## src/rtl/radix_sort_lsd_pkg.sv

```systemverilog
// Shared types and helpers for the LSD radix sorter: FSM states, pass count and
// per-pass digit extraction (sign flip, digit select, descending remap).
package radix_sort_pkg;

  typedef enum logic [2:0] {IDLE, LOAD, COUNT, PREFIX, SCATTER, UNLOAD} state_t;

  function automatic int passes(input int width, input int rb);
    return (width + rb - 1) / rb;
  endfunction

  // Flipping the sign bit maps two's complement order onto unsigned order;
  // bits above the key width read as zero in a short final digit.
  function automatic logic [31:0] digit_of(input logic [63:0] key, input logic [31:0] pass,
                                           input logic desc, input logic sgn,
                                           input logic [31:0] width, input logic [31:0] rb);
    logic [63:0] k;
    logic [31:0] dmax;
    logic [31:0] d;
    k = key & ((64'd1 << width) - 64'd1);
    if (sgn) k = k ^ (64'd1 << (width - 32'd1));
    k = k >> (pass * rb);
    dmax = (32'd1 << rb) - 32'd1;
    d = 32'(k) & dmax;
    if (desc) d = dmax - d;
    return d;
  endfunction

endpackage

```

## src/rtl/radix_sort_lsd_bucket_table.sv

```systemverilog
// Bucket counter table: B counters of IDXW bits, one clear/increment/prefix-step per cycle.
// rd_val is the pre-update value of the addressed counter (the scatter destination).
module radix_bucket_table #(
  parameter int RB   = 4,
  parameter int IDXW = 4
) (
  input  logic            clk,
  input  logic            rst,
  input  logic            clr,
  input  logic            inc,
  input  logic            pfx,
  input  logic [RB-1:0]   idx,
  output logic [IDXW-1:0] rd_val
);
  localparam int B = 1 << RB;

  logic [B-1:0][IDXW-1:0] cnt_q, cnt_d;
  logic [IDXW-1:0]        acc_q, acc_d;

  assign rd_val = cnt_q[idx];

  // A prefix step replaces the counter with the running sum of all lower buckets.
  always_comb begin
    cnt_d = cnt_q;
    acc_d = acc_q;
    if (clr) begin
      cnt_d = '0;
      acc_d = '0;
    end else if (inc) begin
      cnt_d[idx] = cnt_q[idx] + IDXW'(1);
    end else if (pfx) begin
      cnt_d[idx] = acc_q;
      acc_d      = acc_q + cnt_q[idx];
    end
  end

  always_ff @(posedge clk or posedge rst) begin
    if (rst) begin
      cnt_q <= '0;
      acc_q <= '0;
    end else begin
      cnt_q <= cnt_d;
      acc_q <= acc_d;
    end
  end

endmodule

```

## src/rtl/radix_sort_lsd.sv

```systemverilog
// LSD radix sorter: streaming load, PASSES x (count, prefix, scatter) stable
// counting-sort passes ping-ponging between two buffers, then streaming unload.
module radix_sort_lsd
  import radix_sort_pkg::*;
#(
  parameter int N          = 8,
  parameter int WIDTH      = 8,
  parameter int RADIX_BITS = 4
) (
  input  logic             clk,
  input  logic             rst,
  input  logic             cfg_desc,
  input  logic             cfg_signed,
  input  logic             in_valid,
  output logic             in_ready,
  input  logic [WIDTH-1:0] in_data,
  output logic             out_valid,
  input  logic             out_ready,
  output logic [WIDTH-1:0] out_data,
  output logic             out_last,
  output logic             busy
);
  localparam int B      = 1 << RADIX_BITS;
  localparam int PASSES = passes(WIDTH, RADIX_BITS);
  localparam int IDXW   = $clog2(N + 1);
  localparam int AW     = (N > 1) ? $clog2(N) : 1;
  localparam int PW     = (PASSES > 1) ? $clog2(PASSES) : 1;
  localparam logic [IDXW-1:0]       LAST_IDX  = IDXW'(N - 1);
  localparam logic [PW-1:0]         LAST_PASS = PW'(PASSES - 1);
  localparam logic [RADIX_BITS-1:0] LAST_BKT  = RADIX_BITS'(B - 1);

  state_t                      state_q, state_d;
  logic [IDXW-1:0]             idx_q, idx_d;
  logic [RADIX_BITS-1:0]       bkt_q, bkt_d;
  logic [PW-1:0]               pass_q, pass_d;
  logic                        desc_q, desc_d, sgn_q, sgn_d;
  logic [WIDTH-1:0]            out_data_q, out_data_d;
  logic                        out_valid_q, out_valid_d, out_last_q, out_last_d;
  logic [N-1:0][WIDTH-1:0]     buf_a_q, buf_a_d, buf_b_q, buf_b_d, fin_q;

  logic                        tbl_clr, tbl_inc, tbl_pfx;
  logic [RADIX_BITS-1:0]       tbl_idx, dig;
  logic [IDXW-1:0]             tbl_rd, idx_nx;
  logic [WIDTH-1:0]            src_key;

  // Even passes read buf_a and write buf_b; odd passes the reverse.
  assign src_key = pass_q[0] ? buf_b_q[AW'(idx_q)] : buf_a_q[AW'(idx_q)];
  assign fin_q   = pass_q[0] ? buf_a_q : buf_b_q;
  assign dig     = RADIX_BITS'(digit_of(64'(src_key), 32'(pass_q), desc_q, sgn_q,
                                        32'(WIDTH), 32'(RADIX_BITS)));
  assign idx_nx  = idx_q + IDXW'(1);
  assign tbl_idx = (state_q == PREFIX) ? bkt_q : dig;

  radix_bucket_table #(.RB(RADIX_BITS), .IDXW(IDXW)) u_tbl (
    .clk    (clk),
    .rst    (rst),
    .clr    (tbl_clr),
    .inc    (tbl_inc),
    .pfx    (tbl_pfx),
    .idx    (tbl_idx),
    .rd_val (tbl_rd)
  );

  always_comb begin
    state_d     = state_q;
    idx_d       = idx_q;
    bkt_d       = bkt_q;
    pass_d      = pass_q;
    desc_d      = desc_q;
    sgn_d       = sgn_q;
    out_data_d  = out_data_q;
    out_valid_d = out_valid_q;
    out_last_d  = out_last_q;
    buf_a_d     = buf_a_q;
    buf_b_d     = buf_b_q;
    tbl_clr     = 1'b0;
    tbl_inc     = 1'b0;
    tbl_pfx     = 1'b0;
    case (state_q)
      IDLE, LOAD: begin
        if (in_valid) begin
          buf_a_d[AW'(idx_q)] = in_data;
          if (state_q == IDLE) begin
            desc_d = cfg_desc;
            sgn_d  = cfg_signed;
          end
          if (idx_q == LAST_IDX) begin
            idx_d   = '0;
            pass_d  = '0;
            tbl_clr = 1'b1;
            state_d = COUNT;
          end else begin
            idx_d   = idx_nx;
            state_d = LOAD;
          end
        end
      end
      COUNT: begin
        tbl_inc = 1'b1;
        if (idx_q == LAST_IDX) begin
          idx_d   = '0;
          bkt_d   = '0;
          state_d = PREFIX;
        end else begin
          idx_d = idx_nx;
        end
      end
      PREFIX: begin
        tbl_pfx = 1'b1;
        if (bkt_q == LAST_BKT) state_d = SCATTER;
        else                   bkt_d   = bkt_q + RADIX_BITS'(1);
      end
      SCATTER: begin
        tbl_inc = 1'b1;
        if (pass_q[0]) buf_a_d[AW'(tbl_rd)] = src_key;
        else           buf_b_d[AW'(tbl_rd)] = src_key;
        if (idx_q == LAST_IDX) begin
          idx_d = '0;
          if (pass_q == LAST_PASS) begin
            // The final scatter write may land on slot 0, so present the post-write value.
            out_data_d  = pass_q[0] ? buf_a_d[0] : buf_b_d[0];
            out_valid_d = 1'b1;
            out_last_d  = (N == 1);
            state_d     = UNLOAD;
          end else begin
            pass_d  = pass_q + PW'(1);
            tbl_clr = 1'b1;
            state_d = COUNT;
          end
        end else begin
          idx_d = idx_nx;
        end
      end
      UNLOAD: begin
        if (out_ready) begin
          if (idx_q == LAST_IDX) begin
            idx_d       = '0;
            out_data_d  = '0;
            out_valid_d = 1'b0;
            out_last_d  = 1'b0;
            state_d     = IDLE;
          end else begin
            idx_d      = idx_nx;
            out_data_d = fin_q[AW'(idx_nx)];
            out_last_d = (idx_nx == LAST_IDX);
          end
        end
      end
      default: state_d = IDLE;
    endcase
  end

  always_ff @(posedge clk or posedge rst) begin
    if (rst) begin
      state_q     <= IDLE;
      idx_q       <= '0;
      bkt_q       <= '0;
      pass_q      <= '0;
      desc_q      <= 1'b0;
      sgn_q       <= 1'b0;
      out_data_q  <= '0;
      out_valid_q <= 1'b0;
      out_last_q  <= 1'b0;
    end else begin
      state_q     <= state_d;
      idx_q       <= idx_d;
      bkt_q       <= bkt_d;
      pass_q      <= pass_d;
      desc_q      <= desc_d;
      sgn_q       <= sgn_d;
      out_data_q  <= out_data_d;
      out_valid_q <= out_valid_d;
      out_last_q  <= out_last_d;
    end
  end

  // Key storage carries no reset; every slot is rewritten before it is read.
  always_ff @(posedge clk) begin
    buf_a_q <= buf_a_d;
    buf_b_q <= buf_b_d;
  end

  assign in_ready  = (state_q == IDLE) || (state_q == LOAD);
  assign busy      = (state_q != IDLE);
  assign out_valid = out_valid_q;
  assign out_data  = out_data_q;
  assign out_last  = out_last_q;

endmodule
```

## config.mk

```make
export PLATFORM = sky130hd
export DESIGN_NAME = radix_sort_lsd
export DESIGN_NICKNAME = d
export VERILOG_FILES = /design/src/rtl/radix_sort_lsd_pkg.sv /design/src/rtl/radix_sort_lsd_bucket_table.sv /design/src/rtl/radix_sort_lsd.sv
export SDC_FILE = /design/constraint.sdc
export NUM_CORES = 1
export LEC_CHECK = 0
export CORE_MARGIN = 3
export CORE_UTILIZATION = 50
export DETAILED_ROUTE_END_ITERATION = 16
export PLACE_DENSITY = 0.74
export SYNTH_ARGS = -nofsm -noshare
export SYNTH_HDL_FRONTEND = slang
export SYNTH_SLANG_ARGS = --single-unit
```

## constraint.sdc

```tcl
create_clock -name clk -period 11.08 [get_ports clk]
set_input_delay 2.216 -clock clk [delete_from_list [all_inputs] [get_ports clk]]
set_output_delay 2.216 -clock clk [all_outputs]
set_load 0.02 [all_outputs]
```

== Yosys cells after proc, flatten, opt, wreduce, memory -nomap -nowiden ==
Cells that the tools add are included.
Word-level totals
  flip-flop bits (word level): 220
  input port bits: 14
  output and inout port bits: 12
Operators by class
  $add $sub $neg: 6
  magnitude comparators: 7
  eq/ne operators: 18
  shift-type cells: 1
  muxes and demuxes: 75
  bitwise logic cells: 2
  reduce and logical (&&, ||, !) cells: 25
Operators with widths (count)
  $mux 64: 6
  $bwmux 64: 5
  $pmux 64 s2: 1
  $mux 8: 11
  $bmux 8 s3: 3
  $demux 8 s3: 2
  $mux 4: 12
  $mux 3: 7
  $ne 2x2->1 const B: 9
  $mux 1: 17
  $bmux 4 s4: 1
  $demux 4 s4: 1
  $pmux 8 s2: 1
  $pmux 3 s5: 1
  $add 4x1->4 const B: 3
  $lt 3x4->1 const B: 3
  $pmux 4 s3: 1
  $reduce_and 3->1: 4
  $reduce_bool 3->1: 3
  $eq 4x3->1 const B: 2
  $pmux 1 s2: 4
  $pmux 4 s2: 1
  $reduce_and 4->1: 2
  $reduce_bool 2->1: 4
  other kinds (21): 30

== Longest topological paths before layout ==
  depth in word-level cells: 20
  depth in mapped cells: 20

== Modules after synthesis ==
From an unflattened synthesis, not the netlist that was laid out.
Second synthesis, totals
  cell total of the unflattened synthesis: 1028
  area, all modules: 12144.1 sq um
Modules (own cells, without submodules)
  radix_sort_lsd: times used 1, cells an instance 725, area each 8603.3 sq um, seq. area each 4444.3 sq um
  radix_bucket_table: times used 1, cells an instance 303, area each 3540.9 sq um, seq. area each 1701.6 sq um

== Worst setup path before layout ==
OpenSTA, ideal clock, no wires.
  path type: reg2reg
  start point: register idx_q[0] (netlist name)
  end point: register buf_a_q[16] (netlist bit) (enable)
  setup time: 376 ps
  data arrival time: 4043 ps
  required time: 10704 ps
  setup slack: 6661 ps
  cell stages (with the launch flop): 15
  buffers on the path: 3
  cells stage by stage: dfrtp_1 > buf_2 > inv_2 > mux4_2 > mux2_4 > o311a_1 > or3_4 > nand2_1 > a221oi_2 > or4_1 > buf_2 > a21oi_4 > buf_6 > nand2_2 > o22ai_1
RTL lines
  end signal, assigned: RTL line radix_sort_lsd.sv:179  | buf_a_q <= buf_a_d;
  end, declared: RTL line radix_sort_lsd.sv:39  | logic [N-1:0][WIDTH-1:0] buf_a_q, buf_a_d, buf_b_q, buf_b_d, fin_q;

==> impl_results.md <==
* Tot GR Track Use at 0.255
* Root buf cell: clkbuf_16
* DPL Wire Length at 21600 um
* Fin. max-slew vios at 0
* R2r setup slk at 4.67 ns
* Cell count after synthesis at 916
* Final ANT Viol Nets at 0
* CP Cell Sequence: buf_4 > inv_2 > mux4_2 > mux2_4 > o311a_1 > or3_4 > nand2_1 > a221oi_1 > or4_1 > a21oi_4 > nand2_2 > nor2_1
* Port bufs at 25
* Drt first pass iters at 8
* Initial DRC Count at 1460
* Layout Area Growth over Synthesis at 11.0%
* Worst hold path depth at 1
* Post-DR vias/cell at 6.87
* # rows at 53
* Upper clock frequency limit at 0.156 GHz
* Io pins at 26
* Clock slew at reported path FFs at 0.06 ns
* WL met1 at 11900 um
* Final GP Congestion at 0.936
* HP Class: reg2reg
* Crit. End Element: flop
* Most common cell after layout, fill and taps aside: edfxtp_1
* Die width at 154 um
* CP peak stage delay at 0.89 ns
* Die height at 154 um
* Skew final at 0.0233 ns
* Min-Delay Endpoint: u_tbl.acc_q[2]
* Synth Register Bits at 203
* Reg2Reg Depth at 12
* Final Critical Period at 6.41 ns
* Setup crit start kind: flop
* First-pass GRT wire length at 47400 um
* Synthesized area per cell at 11.9 um^2
* Nets at 935
* Top cells by area, synth: edfxtp_1, dfrtp_1, mux4_2
* DR DRC count at 0
* Metal3 WL at 3410 um
* H-tree Lvls at 1
* Fin. Hold Viols at 0
* Prevailing post-synth register cell: edfxtp_1
* Fin crit share at 0.579
* Share of cells above drive strength 1 at 0.164
* # setup viols final at 0
* DR WL met2 at 14200 um
* Headroom to the max-slew limit at 0.141
* DR WL/cell at 25.5 um
* Post-Route WL at 30700 um
* Max clock buf depth at 3
* Hold path start: u_tbl.acc_q[2]
* CP max FO at 43
* Status: finished, final reports clean
* GRT Residual Overflow at 0
* Postcts setup bufs at 0
* Ys async rst share at 0.369
* Synth unique cells at 70
* Post_cts resized at 0
* Worst Path Required at 11.21 ns
* Yosys warns at 0
* CTS tree: done
* Post-synthesis sequential area ratio at 0.523
* Cts bufs inserted at 23
* Vias at 8284
* Mapped Area at 10900 um^2
* Post-route design area at 12200 um^2
* Starting Density at 0.514
* Vias in the first global route at 7975
* Reg2reg start: idx_q[0]
* Clk sinks at 203
* RSZ-0062 raised after global routing: false
* Worst Max-Slew Pin Slew at 1.28 ns
* Class of the most critical setup path: reg2reg
* # diodes at 0
* Synth top area share at 0.351
* Reg2reg end: buf_b_q[20]
* Antenna violations before repair at 0
* Yosys top cell by area: edfxtp_1
* Placed Area at 11400 um^2
* Full die area at 23700 um^2
* Number of synthesized flops with an enable pin at 128
* Max cap viols at 0
* Largest net degree at the start of global routing at 76
* CTS Hold Bufs at 0
* Syn nets at 936
* Most frequent cells in the layout: edfxtp_1, nand2_1, dfrtp_1, o21ai_0, mux4_2
* Area of the core at 21300 um^2
* Crit-path slowest cell: nor2_1
* Setup TNS at 0 ns
* Clk Latency, worst-skew pair at 0.52 ns
* DR top layer: met4
* Crit path DAT at 6.54 ns
final cells by class:
type                       instances  area [um^2]
clock buffer                      30          637
clock inverter                    11          140
fill                            1700         9140
inverter                          11         42.5
multi-input combinational        636         4900
sequential                       203         5730
tap                              275          344
timing repair buffer              40          363
how the worst max path moves through the flow:
stage / start / end
floorplan: idx_q[0] / buf_a_q[16]
global placement: idx_q[0] / buf_b_q[22]
detailed placement: idx_q[0] / buf_b_q[22]
CTS: idx_q[0] / buf_b_q[20]
global route: idx_q[0] / buf_b_q[18]
finish: idx_q[0] / buf_b_q[20]
stage by stage:
step	util	std cells	hold WS, ns	setup slack [ns]
after detailed placement	0.534	1165	0.473	4.76
after floorplan	-	916	0.446	6.66
final	0.571	1206	0.483	4.67
after global routing	0.571	1206	0.521	4.37
after CTS	0.571	1206	0.483	4.72
after global placement	0.534	1165	0.467	4.93
registers in the layout, summed over array words and instances (netlist names), 3 cells and up:
signal       flops
buf_a_q         64
buf_b_q         64
u_tbl.cnt_q     48
out_data         8
bkt_q            4
idx_q            4
state_q          3
u_tbl.acc_q      3
routing by layer:
layer | up-vias | GRT usage
met2 | 561 | 0.396
met4 | 0 | 0.0828
met1 | 4032 | 0.365
met5 | - | 0
li1 | 3606 | -
met3 | 85 | 0.0518
cells in the mapped netlist, types with 19 or more instances:
master	instances
a21oi_1	26
a31oi_1	19
clkbuf_1	33
dfrtp_1	75
edfxtp_1	128
mux2i_1	26
mux4_2	64
nand2_1	103
nand3_1	40
nor2_1	52
o21ai_0	69
o22ai_1	63
worst max-delay path, delay by kind of cell, from the launching register on:
kind                   cells  cell delay [ns]
AO/OA/AOI/OAI              3             1.02
flip-flops                 1             0.68
buffers and inverters      2             0.92
multiplexers               2             0.88
AND/OR/NAND/NOR            5             2.52
kinds of logic after synthesis:
kind of cell,share of synthesized area
adders and majority gates,0.00755
and+or+nand+nor,0.116
buffers and inverters,0.0309
xor gates and xnor gates,0.00560
muxes,0.167
DFF,0.523
AOI/OAI and AO/OA,0.150
Power is left out: the tool's default activity adds up to more than one toggle a clock period on the data nets, which glitch-free logic cannot reach.
